$ cat src/rtl/fetch_pc_gen.sv
// Fetch PC generator: sequential +4 advance, EXE redirects, trap redirects, misaligned-target exceptions.
// Every output is registered. A redirect costs one flush bubble. pc_out holds while fetch_ready is low.
module fetch_pc_gen #(
    parameter int               PC_SZ        = 32,
    parameter logic [PC_SZ-1:0] RESET_VECTOR = '0
) (
    input  logic             clk_in,
    input  logic             reset_n_in,
    input  logic             exe_redirect_valid,
    input  logic [PC_SZ-1:0] exe_br_pc,
    input  logic             exe_mis,
    input  logic             trap_valid,
    input  logic [PC_SZ-1:0] trap_pc,
    input  logic             fetch_ready,
    output logic             pc_valid,
    output logic [PC_SZ-1:0] pc_out,
    output logic             flush_out,
    output logic             mis_exc_valid,
    output logic [PC_SZ-1:0] mis_exc_addr,
    output logic [15:0]      redirect_cnt
);

    typedef enum logic [1:0] {BOOT, RUN, REDIR, EXC} state_t;

    state_t           r_state;
    logic             r_boot_wait;
    logic             r_pc_valid;
    logic [PC_SZ-1:0] r_pc;
    logic             r_flush;
    logic             r_mis_vld;
    logic [PC_SZ-1:0] r_mis_addr;
    logic [15:0]      r_cnt;

    logic [PC_SZ-1:0] w_trap_tgt;
    logic [15:0]      w_cnt_next;
    logic             w_unused;

    // Trap vectors are word-aligned; the low bits of trap_pc are discarded.
    assign w_trap_tgt = {trap_pc[PC_SZ-1:2], 2'b00};
    assign w_cnt_next = (r_cnt == 16'hFFFF) ? r_cnt : r_cnt + 16'd1;
    assign w_unused   = ^trap_pc[1:0];

    always_ff @(posedge clk_in or negedge reset_n_in) begin
        if (!reset_n_in) begin
            r_state     <= BOOT;
            r_boot_wait <= 1'b1;
            r_pc_valid  <= 1'b0;
            r_pc        <= RESET_VECTOR;
            r_flush     <= 1'b0;
            r_mis_vld   <= 1'b0;
            r_mis_addr  <= '0;
            r_cnt       <= '0;
        end else begin
            r_flush <= 1'b0;
            case (r_state)
                BOOT: begin
                    // One full idle cycle so the first request lands on the second edge.
                    if (r_boot_wait) begin
                        r_boot_wait <= 1'b0;
                    end else begin
                        r_state    <= RUN;
                        r_pc_valid <= 1'b1;
                    end
                end
                RUN: begin
                    if (trap_valid) begin
                        r_pc       <= w_trap_tgt;
                        r_state    <= REDIR;
                        r_pc_valid <= 1'b0;
                        r_flush    <= 1'b1;
                        r_cnt      <= w_cnt_next;
                    end else if (exe_redirect_valid && exe_mis) begin
                        r_mis_vld  <= 1'b1;
                        r_mis_addr <= exe_br_pc;
                        r_state    <= EXC;
                        r_pc_valid <= 1'b0;
                        r_flush    <= 1'b1;
                    end else if (exe_redirect_valid) begin
                        r_pc       <= exe_br_pc;
                        r_state    <= REDIR;
                        r_pc_valid <= 1'b0;
                        r_flush    <= 1'b1;
                        r_cnt      <= w_cnt_next;
                    end else if (fetch_ready) begin
                        r_pc <= r_pc + PC_SZ'(4);
                    end
                end
                REDIR: begin
                    if (trap_valid) begin
                        r_pc    <= w_trap_tgt;
                        r_flush <= 1'b1;
                        r_cnt   <= w_cnt_next;
                    end else begin
                        r_state    <= RUN;
                        r_pc_valid <= 1'b1;
                    end
                end
                EXC: begin
                    if (trap_valid) begin
                        r_mis_vld <= 1'b0;
                        r_pc      <= w_trap_tgt;
                        r_state   <= REDIR;
                        r_flush   <= 1'b1;
                        r_cnt     <= w_cnt_next;
                    end
                end
                default: r_state <= BOOT;
            endcase
        end
    end

    assign pc_valid      = r_pc_valid;
    assign pc_out        = r_pc;
    assign flush_out     = r_flush;
    assign mis_exc_valid = r_mis_vld;
    assign mis_exc_addr  = r_mis_addr;
    assign redirect_cnt  = r_cnt;

endmodule

$ cat config.mk
export PLATFORM = sky130hd
export DESIGN_NAME = fetch_pc_gen
export DESIGN_NICKNAME = d
export VERILOG_FILES = /design/src/rtl/fetch_pc_gen.sv
export SDC_FILE = /design/constraint.sdc
export NUM_CORES = 1
export LEC_CHECK = 0
export ABC_AREA = 1
export BUFFER_PORTS_ARGS = -buffer_cell sky130_fd_sc_hd__clkbuf_2
export CORE_MARGIN = 5
export CORE_UTILIZATION = 58
export CTS_BUF_LIST = sky130_fd_sc_hd__clkbuf_8
export DETAILED_ROUTE_END_ITERATION = 16
export GPL_TIMING_DRIVEN = 0
export PLACE_DENSITY = 0.86
export SLEW_MARGIN = 20
export SYNTH_ARGS = -nofsm -noshare
export SYNTH_HDL_FRONTEND = slang
export SYNTH_SLANG_ARGS = --single-unit
export TNS_END_PERCENT = 20
$ cat constraint.sdc
create_clock -name clk_in -period 3.4 [get_ports clk_in]
set_input_delay 0 -clock clk_in [delete_from_list [all_inputs] [get_ports clk_in]]
set_output_delay 0 -clock clk_in [all_outputs]
set_load 0.1 [all_outputs]
==> out/results.md, run 1 <==
* DRT antenna net count: 0
* library cells used by synthesis: 43
* library cell with the largest summed area after synthesis: sky130_fd_sc_hd__dfrtp_1
* Clock Skews: 0.00644 ns
* Clock Path Buffers: 2
* Worst-Margin Slew: 0.697 ns
* data arrival at the endpoint of the critical path: 2.27 ns
* number of H-tree levels: 3
* clock slew at the register clock pins of the worst setup and hold paths: 0.09 ns
* clock sink count: 86
* fraction of the yosys area taken by sequential cells: 42.4%
* MaxCap Viol Count: 0
* final design utilization: 79.3%
* 1st-pass router iterations: 5
* end point of the critical path: pc_out[20]$_DFFE_PN0P_
* pins over their slew limit: 0
* post-synth design cell area: 5070 um^2
* dominant combinational cell family by area after synthesis: simple AND/OR/NAND/NOR gates
* required time worst endpoint: 3.65 ns
* Adder-Cell Fraction of Synth Area: 0.493%
* list of most frequent post-synthesis cells: sky130_fd_sc_hd__nand2_1, sky130_fd_sc_hd__inv_1, sky130_fd_sc_hd__dfrtp_1, sky130_fd_sc_hd__nor2_1, sky130_fd_sc_hd__o21ai_0
* standard-cell rows: 34
* Layout Area Growth over Synthesis: 34.9%
* library cell with the highest instance count after synthesis: sky130_fd_sc_hd__nand2_1
* highest cell delay on the worst timing path: 0.43 ns
* area fraction in compound gates after synthesis: 14.2%
* via count of the routed design: 5938
* overall die width: 104 um
* DRC marker count from the first detailed-route iteration: 534
* clock buffers created by TritonCTS: 9
* setup slack on the worst flop-to-flop path: 1.38 ns
* critical path start-end classification: flop to flop
* clock tree from TritonCTS: done
* Crit. Startpoint: pc_out[3]$_DFFE_PN0P_
* Overall Global Routing Usage: 34.6%
* Post-Synthesis Net Count: 787
* Synth area leaders: sky130_fd_sc_hd__dfrtp_1, sky130_fd_sc_hd__nand2_1, sky130_fd_sc_hd__inv_1
* Async SR Flop Fraction: 100%
* kind of launch point of the worst setup path: flop
* fraction of layout cells with a size suffix above 1: 20.6%
* Top cell by count, worst path: sky130_fd_sc_hd__nand2_1
* crit-path cells: ha_1 > nand3_1 > inv_1 > nand2_1 > nor2_2 > nand2_1 > nand2_1 > nand3_1 > nand2_1 > a21boi_1
* Die Span Y: 104 um
* count of warnings emitted by yosys: 0
* Initial Util: 58.8%
* Fin. Hold Viols: 0
* final critical-path required period: 2.02 ns
* Post CTS Setup Buffer Count: 0
* Worst Reg-to-Reg Cells: 10
* Post-layout nets: 1011
* accumulated negative setup slack: 0 ns
* area fraction of the dominant cell type after synthesis: 41.9%
* root buf cell: sky130_fd_sc_hd__clkbuf_8
* Via density: 5.64
* Max Freq: 495 MHz
* Final period util: 59.4%
* area of the core: 8640 um^2
* WL per Instance: 17.8 um
* Final Wtd Congestion: 0.940
* cell type group with the largest total delay on the critical path: simple AND/OR/NAND/NOR gates
* Port-buffer cells: 150
* global-route wire length before repair: 30400 um
* status: finished, final reports clean
* initial antenna violation count: 0
* flip-flop cell with the highest count after synthesis: sky130_fd_sc_hd__dfrtp_1
* drt total wl: 18700 um
* average footprint of a synthesized cell: 7.10 um^2
* via count of the first global-routing pass: 6017
* launch point of the worst reg-to-reg path: pc_out[3]$_DFFE_PN0P_
* Synth Area in Simple Gates: 29.2%
* area of combinational cells with multiple inputs: 2450 um^2
* Die Area: 10700 um^2
* Residual DRC: 0
* total area of sequential cells: 2150 um^2
* number of synthesized register bits: 86
* Post-Synthesis Cells: 715
* biggest fanout along the worst timing path: 7
* path class of the lowest-slack min-delay path: input port to flop
* xor and xnor area share after synthesis: 3.45%
* number of setup violations in the final report: 0
* Setup crit end kind: flop
* setup repair after global routing missed its margin: false
* multiplexer share of the synthesized area: 0.888%
* number of primary I/O pins: 153
* number of enable-type register cells in the synthesized netlist: 0
* total congestion overflow: 0
* worst path bufs/invs: 1
* post-CTS sizing: 0
* normalized max-slew margin: 53.5%
* endpoint of the worst register-to-register path: pc_out[20]$_DFFE_PN0P_
* post-DP HPWL: 12600 um
* Clk Latency, worst-skew pair: 0.36 ns
* logic depth of the worst setup path including buffers: 10
* number of fill cells in the layout: 619
* library cell contributing the largest single delay on the critical path: sky130_fd_sc_hd__dfrtp_1
* largest net degree at the start of global routing: 87
==> worst reg2reg max path: stages, from the launching register on <==
cell and delay (ns):
sky130_fd_sc_hd__dfrtp_1 0.43, sky130_fd_sc_hd__ha_1 0.30, sky130_fd_sc_hd__nand3_1 0.19, sky130_fd_sc_hd__inv_1 0.09, sky130_fd_sc_hd__nand2_1 0.10, sky130_fd_sc_hd__nor2_2 0.33
sky130_fd_sc_hd__nand2_1 0.14, sky130_fd_sc_hd__nand2_1 0.10, sky130_fd_sc_hd__nand3_1 0.07, sky130_fd_sc_hd__nand2_1 0.10, sky130_fd_sc_hd__a21boi_1 0.07
==> sequential cells by signal, summed over array words and instances, names as in the netlist <==
| name | cells |
|---|---|
| flush_out | 1 |
| mis_exc_addr | 32 |
| mis_exc_valid | 1 |
| pc_out | 32 |
| pc_valid | 1 |
| r_boot_wait | 1 |
| r_state | 2 |
| redirect_cnt | 16 |
==> final cells by class <==
type / instances / area share (%)
Multi-Input combinational cell: 509 / 35.7
Sequential cell: 86 / 31.5
Timing Repair Buffer: 213 / 20.3
Inverter: 96 / 5.30
Clock buffer: 10 / 2.01
Tap cell: 108 / 1.97
Buffer: 24 / 1.63
Clock inverter: 5 / 1.55
Antenna cell: 1 / 0.0366
==> routing by layer <==
layer | global-route usage [%] | wire length [um] | vias to the layer above
met5 | 0 | 0 | -
met1 | 41.9 | 7250 | 2755
met4 | 19.0 | 862 | 0
li1 | - | - | 2722
met2 | 56.5 | 8850 | 384
met3 | 8.27 | 1740 | 77
==> cells by family after synthesis <==
kind of cell    count (synthesis)
fa+ha+maj                       2
flops                          86
simple gates                  351
xor+xnor                       20
mux                             4
compound gates                132
buf+inv                       120
==> per-stage QoR <==
| step | std cells | setup slack, ns | hold slack, ns | area (um^2) |
|---|---|---|---|---|
| final | 1052 | 1.38 | 0.0137 | 6850 |
| after floorplan | 715 | 1.07 | -0.296 | 5070 |
| after global placement | 973 | 1.35 | 0.245 | 5960 |
| after detailed placement | 973 | 1.46 | 0.103 | 5970 |
| after global routing | 1051 | 1.26 | 0.0645 | 6840 |
| after CTS | 1051 | 1.45 | 0.00428 | 6840 |
==> cells in the final DEF, fill, tap and decap left out, types with 2 or more instances in the layout <==
cell type | netlist | layout
sky130_fd_sc_hd__a211oi_1 | 2 | 2
sky130_fd_sc_hd__a21boi_1 | 5 | 5
sky130_fd_sc_hd__a21oi_1 | 47 | 47
sky130_fd_sc_hd__a22oi_1 | 7 | 7
sky130_fd_sc_hd__buf_1 | 2 | 2
sky130_fd_sc_hd__buf_2 | 8 | 8
sky130_fd_sc_hd__bufinv_16 | 0 | 3
sky130_fd_sc_hd__clkbuf_1 | 12 | 12
sky130_fd_sc_hd__clkbuf_2 | 0 | 149
sky130_fd_sc_hd__clkbuf_8 | 0 | 11
sky130_fd_sc_hd__dfrtp_1 | 85 | 85
sky130_fd_sc_hd__dlygate4sd3_1 | 0 | 63
sky130_fd_sc_hd__ha_1 | 2 | 2
sky130_fd_sc_hd__inv_1 | 92 | 92
sky130_fd_sc_hd__inv_2 | 3 | 3
sky130_fd_sc_hd__mux2_2 | 4 | 4
sky130_fd_sc_hd__nand2_1 | 214 | 214
sky130_fd_sc_hd__nand3_1 | 45 | 45
sky130_fd_sc_hd__nand4_1 | 5 | 5
sky130_fd_sc_hd__nor2_1 | 66 | 66
sky130_fd_sc_hd__nor2_2 | 3 | 3
sky130_fd_sc_hd__nor2_4 | 2 | 2
sky130_fd_sc_hd__nor3_1 | 7 | 7
sky130_fd_sc_hd__o211ai_1 | 3 | 3
sky130_fd_sc_hd__o21ai_0 | 55 | 55
sky130_fd_sc_hd__o21ai_1 | 7 | 7
sky130_fd_sc_hd__xnor2_1 | 5 | 5
sky130_fd_sc_hd__xor2_1 | 15 | 15
==> worst min path at each step <==
stage	cells past startpoint	start	to
after global routing	5	trap_pc[10]	pc_out[10]$_DFFE_PN0P_
after CTS	5	trap_pc[10]	pc_out[10]$_DFFE_PN0P_
final	5	trap_pc[10]	pc_out[10]$_DFFE_PN0P_
after floorplan	0	reset_n_in	flush_out$_DFF_PN0_
after detailed placement	1	reset_n_in	redirect_cnt[8]$_DFFE_PN0P_
after global placement	3	exe_br_pc[1]	pc_out[1]$_DFFE_PN0P_
==> repair_timing <==
action / 4_1_cts / 5_1_grt
endpoints found under the hold margin: 149 / 0
hold buffers: 63 / 0
endpoints found under the setup margin: 0 / 0
Power of run 1 is left out: the tool's default activity adds up to more than one toggle a clock period on the data nets, which glitch-free logic cannot reach.
==> run 2: changes to the inputs <==
--- a/config.mk
+++ b/config.mk
@@ -8,11 +8,11 @@
 export ABC_AREA = 1
 export BUFFER_PORTS_ARGS = -buffer_cell sky130_fd_sc_hd__clkbuf_2
 export CORE_MARGIN = 5
-export CORE_UTILIZATION = 58
+export CORE_UTILIZATION = 49
 export CTS_BUF_LIST = sky130_fd_sc_hd__clkbuf_8
 export DETAILED_ROUTE_END_ITERATION = 16
 export GPL_TIMING_DRIVEN = 0
-export PLACE_DENSITY = 0.86
+export PLACE_DENSITY = 0.77
 export SLEW_MARGIN = 20
 export SYNTH_ARGS = -nofsm -noshare
 export SYNTH_HDL_FRONTEND = slang
==> constraint.sdc (replaced) <==
create_clock -name clk_in -period 1.7 [get_ports clk_in]
set_input_delay 0 -clock clk_in [delete_from_list [all_inputs] [get_ports clk_in]]
set_output_delay 0 -clock clk_in [all_outputs]
set_load 0.1 [all_outputs]
==> run 2 against run 1 <==
- cell count is 3.8% higher
- utilization is 9.7 points lower
- sequential share of layout area hardly changed
- fmax is 23% higher
- non-clock buffer count is 12 higher
- via count is 5.1% lower
- worst setup slack worse by 1.3 ns
- critical path type unchanged
==> out/results.md, run 2 (synthesis gave the netlist of run 1 again) <==
* status: finished, final reports clean
* Hold Path Cell Cnt: 5, unchanged
* clock sink count: 86, unchanged
* number of setup violations in the final report: 0, unchanged
* post-place setup slack: -0.201 ns, -1.66 ns
* final std cells w/o fill: 1092, +3.8%
* busiest metal layer after global routing: met2
* DRC marker count from the first detailed-route iteration: 437, -18%
* launch point of the worst reg-to-reg path: r_state[1]$_DFFE_PN0P_
* Clock Path Buffers: 2, unchanged
* GRT met1 Usage: 37.7%, -4.2 points
* endpoint of the worst register-to-register path: pc_out[25]$_DFFE_PN0P_
* Initial Util: 49.6%, -9.2 points
* clock tree from TritonCTS: done
* Clock Skews: 0.0160 ns, +0.00955 ns
* Port-buffer cells: 150, unchanged
* Antenna Cells: 0, -1
* Final Wtd Congestion: 0.958, +1.9%
* total congestion overflow: 0, unchanged
* biggest fanout along the worst timing path: 10, +3
* clock slew at the register clock pins of the worst setup and hold paths: 0.09 ns, about the same
* Worst-Margin Slew: 0.692 ns, -0.00488 ns
* DRT antenna net count: 0, unchanged
* Residual DRC: 0, unchanged
* overall die width: 112 um, +7.9%
* setup slack on the worst flop-to-flop path: 0.06 ns, -1.32 ns
* setup repair after global routing missed its margin: true
* global-route wire length before repair: 28600 um, -5.6%
* final critical-path required period: 1.64 ns, -0.381 ns
* via count of the first global-routing pass: 5571, -7.4%
* Die Area: 12500 um^2, +17%
* kind of launch point of the worst setup path: flop
* met3 Use GR: 5.33%, -2.9 points
* largest net degree at the start of global routing: 87, unchanged
* startpoint of the most critical hold path: trap_pc[10]
* Final period util: 96.5%, +37 points
* data arrival at the endpoint of the critical path: 1.93 ns, -0.34 ns
* met2 layer usage reported by global route: 46.4%, -10 points
* critical path start-end classification: flop to flop
* normalized max-slew margin: 53.9%, +0.33 points
* Clk Latency, worst-skew pair: 0.38 ns, +0.02 ns
* most used cells in the layout excluding fill and tap cells: sky130_fd_sc_hd__nand2_1, sky130_fd_sc_hd__clkbuf_2, sky130_fd_sc_hd__inv_1
* Die Span Y: 112 um, +7.9%
* initial antenna violation count: 0, unchanged
* area of the core: 10200 um^2, +18%
* path class of the lowest-slack min-delay path: input port to flop
* standard-cell rows: 37, +8.8%
* Overall Global Routing Usage: 28.6%, -5.9 points
* pins over their slew limit: 0, unchanged
* final design utilization: 69.5%, -9.7 points
* via count of the routed design: 5634, -5.1%
* Setup crit end kind: flop
* number of primary I/O pins: 153, unchanged
* Layout Area Growth over Synthesis: 40.2%
* Worst Reg-to-Reg Cells: 5, -5
* number of H-tree levels: 3, unchanged
* placed cell count: 1001, +2.9%
* fraction of layout cells with a size suffix above 1: 28.2%, +7.7 points
* Via density: 5.16, -8.6%
* most common cell after layout, fill and taps aside: sky130_fd_sc_hd__nand2_1
* root buf cell: sky130_fd_sc_hd__clkbuf_8
* Max Freq: 610 MHz, +23%
* 1st-pass router iterations: 6, +1
* Hold Path End: pc_out[10]$_DFFE_PN0P_
* Setup WS post-layout: 0.0598 ns, -1.32 ns
* required time worst endpoint: 1.99 ns, -1.66 ns
* post-DP HPWL: 12200 um, -3.0%
* clock buffers created by TritonCTS: 9, unchanged
* drt total wl: 17700 um, -5.2%
* Post-layout nets: 1023, +1.2%
* WL per Instance: 16.2 um, -8.7%
* Fin. Hold Viols: 0, unchanged
* MaxCap Viol Count: 0, unchanged
==> run 2: layout make-up <==
class / count / area [um^2]
plain buffers: 22 / 110
clock buffers: 9 / 124
clock inverters: 7 / 67.6
fillers: 868 / 3120
inverters: 96 / 365
multi-input cells: 509 / 2550
flip-flops and latches: 86 / 2230
well taps: 136 / 170
repair buffers: 227 / 1500
==> run 2: what timing repair did <==
item,4_1_cts,5_1_grt
gates resized for setup,6,25
endpoints found under the setup margin,65,45
hold buffers,63,0
setup buffers,3,11
hold endpoints to repair,148,0
pin swaps,1,9
==> run 2: per-stage QoR <==
step	setup TNS, ns	hold slack [ns]	cell area (um^2)
after CTS	0	0.0273	7000
final	0	0.0274	7110
after global placement	-45.26	0.250	6120
after floorplan	-0.537	-0.296	5200
after global routing	-0.235	0.0725	7110
after detailed placement	-6.72	0.110	6130
==> run 2: per-layer routing <==
layer / vias up / part of all wire, % / wire length [um]
li1: 2750 / - / -
met1: 2586 / 42 / 7450
met2: 254 / 47 / 8400
met3: 44 / 7.6 / 1340
met4: 0 / 3.0 / 535
met5: - / 0 / 0
==> run 2: worst max-delay path: stages, from the launching register on <==
cell and delay (ns):
sky130_fd_sc_hd__dfrtp_2 0.43, sky130_fd_sc_hd__nor2_4 0.07, sky130_fd_sc_hd__inv_2 0.16, sky130_fd_sc_hd__clkbuf_1 0.49, sky130_fd_sc_hd__a21oi_1 0.19, sky130_fd_sc_hd__a21oi_1 0.21
==> run 2: how the worst max path moves through the flow <==
stage	start	to	slack, ns	cells after the start
after floorplan	redirect_cnt[0]$_DFFE_PN0P_	redirect_cnt[8]$_DFFE_PN0P_	-0.06	9
after global placement	reset_n_in	pc_out[3]$_DFFE_PN0P_	-0.70	1
after detailed placement	r_state[1]$_DFFE_PN0P_	pc_out[10]$_DFFE_PN0P_	-0.20	7
after CTS	redirect_cnt[0]$_DFFE_PN0P_	redirect_cnt[4]$_DFFE_PN0P_	0.01	9
after global routing	pc_out[4]$_DFFE_PN0P_	pc_out[25]$_DFFE_PN0P_	-0.04	8
final	r_state[1]$_DFFE_PN0P_	pc_out[25]$_DFFE_PN0P_	0.06	5
Power of run 2 is left out for the same reason.
